**config.mk**
```make
export PLATFORM = sky130hd
export DESIGN_NAME = seg7_scan_ctrl
export DESIGN_NICKNAME = d
export VERILOG_FILES = /design/src/rtl/seg7_scan_ctrl.sv
export SDC_FILE = /design/constraint.sdc
export NUM_CORES = 1
export LEC_CHECK = 0
export BUFFER_PORTS_ARGS = -buffer_cell sky130_fd_sc_hd__buf_2
export CAP_MARGIN = 25
export CORE_MARGIN = 2
export CORE_UTILIZATION = 29
export DETAILED_ROUTE_END_ITERATION = 16
export HOLD_SLACK_MARGIN = 0.12
export PLACE_DENSITY = 0.52
export SLEW_MARGIN = 20
export SYNTH_ARGS = -nofsm -noshare
export SYNTH_HDL_FRONTEND = slang
export SYNTH_SLANG_ARGS = --single-unit
```
**constraint.sdc**
```tcl
create_clock -name clk -period 8 [get_ports clk]
set_input_delay 0.8 -clock clk [delete_from_list [all_inputs] [get_ports clk]]
set_output_delay 0.8 -clock clk [all_outputs]
set_load 0.01 [all_outputs]
```
**src/rtl/seg7_scan_ctrl.sv**
```systemverilog
// Time-multiplexed scan controller for a multi-digit 7-segment display: per-frame BCD snapshot,
// per-digit blanking gap, leading-zero blanking; optional digit blinking under SEG_SCAN_BLINK_EN.
module seg7_scan_ctrl #(
  parameter int NUM_DIGITS   = 6,
  parameter int REFRESH_DIV  = 50000,
  parameter int BLANK_CYCLES = 16,
  parameter int BLINK_FRAMES = 64
) (
  input  logic                      clk,
  input  logic                      rst_n,
  input  logic                      enable,
  input  logic [4*NUM_DIGITS-1:0]   digits_in,
  input  logic                      lzb_en,
  input  logic [NUM_DIGITS-1:0]     blink_mask,
  output logic [3:0]                digit_bcd,
  output logic [NUM_DIGITS-1:0]     digit_en_n,
  output logic                      frame_start
);

  localparam int CNT_W = $clog2(REFRESH_DIV);
  localparam int IDX_W = $clog2(NUM_DIGITS);

  typedef enum logic [1:0] {IDLE, BLANK, DRIVE} state_t;

  state_t                    state, state_nx;
  logic [CNT_W-1:0]          cnt, cnt_nx;
  logic [IDX_W-1:0]          idx, idx_nx;
  logic [4*NUM_DIGITS-1:0]   shadow, shadow_nx;
  logic                      lzb_q, lzb_nx;
  logic                      snap, wrap;
  logic                      blink_off, blanked;
  logic [3:0]                bcd_nx;
  logic [NUM_DIGITS-1:0]     en_n_nx;

  // True when digit i is a zero above the most significant nonzero digit (digit 0 excluded).
  function automatic logic lead_zero(input logic [4*NUM_DIGITS-1:0] sh, input logic [IDX_W-1:0] i);
    logic z;
    z = (i != '0);
    for (int j = 0; j < NUM_DIGITS; j++)
      if (j >= int'(i) && sh[4*j +: 4] != 4'h0) z = 1'b0;
    return z;
  endfunction

  // NOTE: every signal gets a default before any branch so this block never infers a latch.
  always_comb begin
    state_nx  = state;
    cnt_nx    = cnt;
    idx_nx    = idx;
    shadow_nx = shadow;
    lzb_nx    = lzb_q;
    snap      = 1'b0;
    wrap      = 1'b0;
    if (!enable) begin
      state_nx = IDLE;
      cnt_nx   = '0;
      idx_nx   = '0;
    end else begin
      if (state == IDLE) begin
        cnt_nx = '0;
        idx_nx = '0;
        snap   = 1'b1;
      end else if (cnt == CNT_W'(REFRESH_DIV - 1)) begin
        cnt_nx = '0;
        if (idx == IDX_W'(NUM_DIGITS - 1)) begin
          idx_nx = '0;
          snap   = 1'b1;
          wrap   = 1'b1;
        end else begin
          idx_nx = idx + 1'b1;
        end
      end else begin
        cnt_nx = cnt + 1'b1;
      end
      if (snap) begin
        shadow_nx = digits_in;
        lzb_nx    = lzb_en;
      end
      state_nx = (BLANK_CYCLES == 0 || cnt_nx >= CNT_W'(BLANK_CYCLES)) ? DRIVE : BLANK;
    end
  end

`ifdef SEG_SCAN_BLINK_EN
  localparam int FC_W = $clog2(BLINK_FRAMES) + 1;

  logic [NUM_DIGITS-1:0] mask_q, mask_nx;
  logic [FC_W-1:0]       fcnt, fcnt_nx;
  logic                  phase, phase_nx;

  // Frames are counted on completion, so frame k blinks when (k / BLINK_FRAMES) is odd.
  always_comb begin
    mask_nx  = mask_q;
    fcnt_nx  = fcnt;
    phase_nx = phase;
    if (snap) mask_nx = blink_mask;
    if (wrap) begin
      if (fcnt == FC_W'(BLINK_FRAMES - 1)) begin
        fcnt_nx  = '0;
        phase_nx = ~phase;
      end else begin
        fcnt_nx = fcnt + 1'b1;
      end
    end
    blink_off = phase_nx & mask_nx[idx_nx];
  end

  always_ff @(posedge clk or negedge rst_n) begin
    if (!rst_n) begin
      mask_q <= '0;
      fcnt   <= '0;
      phase  <= 1'b0;
    end else begin
      mask_q <= mask_nx;
      fcnt   <= fcnt_nx;
      phase  <= phase_nx;
    end
  end
`else
  logic unused_blink;
  assign unused_blink = ^blink_mask;
  assign blink_off    = 1'b0;
`endif

  // Outputs are computed from the next state so they line up with the registered state.
  always_comb begin
    blanked = (lzb_nx & lead_zero(shadow_nx, idx_nx)) | blink_off;
    bcd_nx  = 4'hF;
    en_n_nx = '1;
    if (state_nx != IDLE && !blanked) begin
      bcd_nx = shadow_nx[4*idx_nx +: 4];
      if (state_nx == DRIVE) en_n_nx[idx_nx] = 1'b0;
    end
  end

  // NOTE: sequential state uses non-blocking assignments so all flops update from pre-edge values.
  always_ff @(posedge clk or negedge rst_n) begin
    if (!rst_n) begin
      state       <= IDLE;
      cnt         <= '0;
      idx         <= '0;
      shadow      <= '0;
      lzb_q       <= 1'b0;
      digit_bcd   <= 4'hF;
      digit_en_n  <= '1;
      frame_start <= 1'b0;
    end else begin
      state       <= state_nx;
      cnt         <= cnt_nx;
      idx         <= idx_nx;
      shadow      <= shadow_nx;
      lzb_q       <= lzb_nx;
      digit_bcd   <= bcd_nx;
      digit_en_n  <= en_n_nx;
      frame_start <= snap;
    end
  end

endmodule

```
==> impl_metrics.tcl <==
set metrics [dict create \
    number_of_ports_placed_on_the_die_boundary 45 \
    place_hpwl_um 4780 \
    num_rows 36 \
    viasPerCell 4.85 \
    design.final.nets 345 \
    final_layout_size_suffix_gt1_frac 0.305 \
    synthesis.instances 270 \
    timing.clock.skew_ps 8.39 \
    critPathKind "reg2reg" \
    drc_violation_total_after_the_first_tritonroute_iteration 62 \
    grt_antenna_before_repair 0 \
    max_freq_mhz 325 \
    power.static_leakage_nw 1.44 \
    cts_hold_repair.buffers 0 \
    antenna_cells 0 \
    critical_path.slowest_cell "sky130_fd_sc_hd__or4b_4" \
    finalSetupViolCount 0 \
    vdd.ir_drop.worst_mv 0.0650 \
    end_kind "flop" \
    largest_net_degree_at_the_start_of_global_routing 58 \
    place_congestion 0.780 \
    setup_tns_ps 0 \
    yosysWarningCount 0 \
    dieWidth_um 104 \
    drtAntennaViolNets 0 \
    effective_utilization_at_floorplan 0.298 \
    worst_ep_required_time_ps 8240 \
    synth_cell_type_count 52 \
    global_route_wire_length_before_repair_um 11400 \
    areaGrowthSynthToFinish_pct 18.4 \
    clkSinkCount 57 \
    tritoncts "yes" \
    postSynth.asyncResetShare 1.00 \
    post-route-min-period_ps 3080 \
    totalWireLength_um 6670 \
    postSynthNetCount 305 \
    drt_first_pass_iters 5 \
    maximum_count_of_clock_buffers_along_a_single_path 2 \
    timing.max_cap.violations 0 \
    grt.total_usage 0.131 \
    cts_post_setup_buffers_inserted 0 \
    via_count_of_the_first_global_routing_pass 2282 \
    timing.slew.headroom 0.437 \
    num_cts_buffers 9 \
    ys_dominant_reg_cell "sky130_fd_sc_hd__dfrtp_1" \
    final_critical_path_setup_slack_ps 4920 \
    grt.overflow.total 0 \
    timing.critical_path.cells "or4b_4 -> or3_1 -> o21a_1 -> buf_4 -> mux2_4 -> a32o_2 -> a2111oi_4 -> nand3_1" \
    crit_arrival_ps 3320 \
    worstPathMaxFanout 27 \
    cts-resized-gates 0 \
    final_core_utilization 0.353 \
    netlist_area_um2 2900 \
    core_ar_um2 9730 \
    detailroute.via_count 2173 \
    die_h_um 104 \
    clock_transition_at_the_registers_of_the_reported_paths_ps 60 \
    timing.hold.worst.class "reg2reg" \
    clk_latency_ps 340 \
    numPortBuffers 38 \
    worst_setup_path_start_kind "flop" \
    timing.final.crit_share 0.384 \
    worstPathBufferInverterCount 1 \
    timing_hold_violations_final 0 \
    dieArea_um2 10800 \
    place_worst_setup_slack_ps 4910 \
    crit_family "simple AND/OR/NAND/NOR gates" \
    synth_edf_count 0 \
    wl_per_cell_um 14.9 \
    cts-root-buf "sky130_fd_sc_hd__clkbuf_8" \
    synth-seq-cells 57 \
    power.density_nw_per_um2 203 \
    post_synthesis_sequential_area_ratio 0.496 \
    worstMarginPinSlew_ps 837 \
    status "finished, final reports clean" \
    remaining_drc_errors 0 \
    grt_setup_unrepaired "false" \
    ctsHtreeMaxLevel 3 \
    cp_peak_stage_delay_ps 610 \
    syn-mean-instance-area_um2 10.8 \
    slew_viol_final 0 \
]
==> cell type report <==
class | instances | area (um2)
clock buffer | 11 | 151
clock inverter | 5 | 77.6
fill | 1019 | 6290
inverter | 9 | 33.8
multi-input combinational | 193 | 1370
sequential | 57 | 1440
tap | 133 | 166
timing repair buffer | 40 | 205
==> layout by cell type, fill, tap and decap left out, types with 4 or more instances in the layout <==
cell,count
sky130_fd_sc_hd__a21oi_1,7
sky130_fd_sc_hd__or3_1,5
sky130_fd_sc_hd__mux2_4,4
sky130_fd_sc_hd__xor2_1,9
sky130_fd_sc_hd__dfrtp_1,47
sky130_fd_sc_hd__buf_2,38
sky130_fd_sc_hd__inv_1,8
sky130_fd_sc_hd__nor3_1,6
sky130_fd_sc_hd__xnor2_1,8
sky130_fd_sc_hd__mux2_2,17
sky130_fd_sc_hd__nand2_1,15
sky130_fd_sc_hd__nor4_1,13
sky130_fd_sc_hd__dfstp_2,10
sky130_fd_sc_hd__nor2_1,30
sky130_fd_sc_hd__nand4_1,14
sky130_fd_sc_hd__mux2i_1,10
sky130_fd_sc_hd__nand3_1,11
sky130_fd_sc_hd__clkbuf_8,11
==> registers in the layout, indices dropped and copies added (netlist names) <==
signal and flops:
shadow 24, cnt 16, digit_en_n 6, digit_bcd 4, idx 3, state 2, frame_start 1, lzb_q 1
==> logic make-up after synthesis <==
logic type      share of synthesized area
fa+ha+maj                         0.00431
simple gates                        0.199
buf+inv                            0.0340
mux                                 0.121
xor+xnor                           0.0513
flops                               0.496
compound gates                     0.0944
==> power by group <==
group,leakage (nW),total (W),switching [W],internal (W)
clock network,0.115,0.000310,0.000118,0.000191
registers,0.702,0.000322,0.0000103,0.000311
logic,0.624,0.0000663,0.0000348,0.0000315
==> per-layer routing <==
layer  GRT usage  up-vias  wire length (um)
met5           0        -                 0
met4      0.0319        0                64
met3      0.0370        7               283
met2       0.224       46              3260
met1       0.164     1053              3060
li1            -     1067                 -
==> per-stage QoR <==
stage / power [W] / hold slack (ps) / cell area, um2 / std cells
detailed placement: 0.000394 / 476 / 3210 / 432
CTS: 0.000707 / 485 / 3440 / 448
finish: 0.000698 / 479 / 3440 / 448
floorplan: 0.000367 / 447 / 2900 / 270
global placement: 0.000393 / 476 / 3210 / 432
global route: 0.000727 / 523 / 3440 / 448
==> Yosys cell counts, types with 2 or more instances <==
library cell / instances / share of area
sky130_fd_sc_hd__a21oi_1: 7 / 0.012
sky130_fd_sc_hd__buf_6: 3 / 0.012
sky130_fd_sc_hd__mux2i_1: 10 / 0.034
sky130_fd_sc_hd__dfstp_2: 10 / 0.091
sky130_fd_sc_hd__a221oi_1: 2 / 0.0060
sky130_fd_sc_hd__nand2_1: 15 / 0.019
sky130_fd_sc_hd__nor3_1: 6 / 0.010
sky130_fd_sc_hd__xnor2_1: 8 / 0.024
sky130_fd_sc_hd__o21a_1: 2 / 0.0052
sky130_fd_sc_hd__nand4_1: 14 / 0.030
sky130_fd_sc_hd__nand3_1: 11 / 0.019
sky130_fd_sc_hd__inv_1: 8 / 0.010
sky130_fd_sc_hd__nand2b_1: 2 / 0.0043
sky130_fd_sc_hd__o21ai_0: 3 / 0.0052
sky130_fd_sc_hd__mux2_2: 17 / 0.066
sky130_fd_sc_hd__xor2_1: 9 / 0.027
sky130_fd_sc_hd__nor2b_1: 2 / 0.0043
sky130_fd_sc_hd__or3_1: 5 / 0.011
sky130_fd_sc_hd__a32o_1: 3 / 0.010
sky130_fd_sc_hd__mux2_4: 4 / 0.021
sky130_fd_sc_hd__dfrtp_1: 47 / 0.41
sky130_fd_sc_hd__and2_1: 2 / 0.0043
sky130_fd_sc_hd__a31oi_1: 2 / 0.0043
sky130_fd_sc_hd__o31ai_1: 2 / 0.0052
sky130_fd_sc_hd__nor2_1: 30 / 0.039
sky130_fd_sc_hd__and3_1: 3 / 0.0065
sky130_fd_sc_hd__nor4_1: 13 / 0.028
sky130_fd_sc_hd__clkbuf_1: 6 / 0.0078
==> path summary, 6_finish.rpt <==
check | from | endpoint | slack [ps] | cells past startpoint
setup reg to reg | cnt[4]$_DFF_PN0_ | digit_bcd[0]$_DFF_PN1_ | 4920 | 8
setup / recovery | cnt[4]$_DFF_PN0_ | digit_bcd[0]$_DFF_PN1_ | 4920 | 8
min in group asynchronous | rst_n | shadow[13]$_DFF_PN0_ | 600 | 2
hold / removal | cnt[0]$_DFF_PN0_ | cnt[0]$_DFF_PN0_ | 480 | 1
hold reg to reg | cnt[0]$_DFF_PN0_ | cnt[0]$_DFF_PN0_ | 480 | 1
max in group asynchronous | rst_n | cnt[14]$_DFF_PN0_ | 6930 | 2
(Power assumes the default switching activity.)
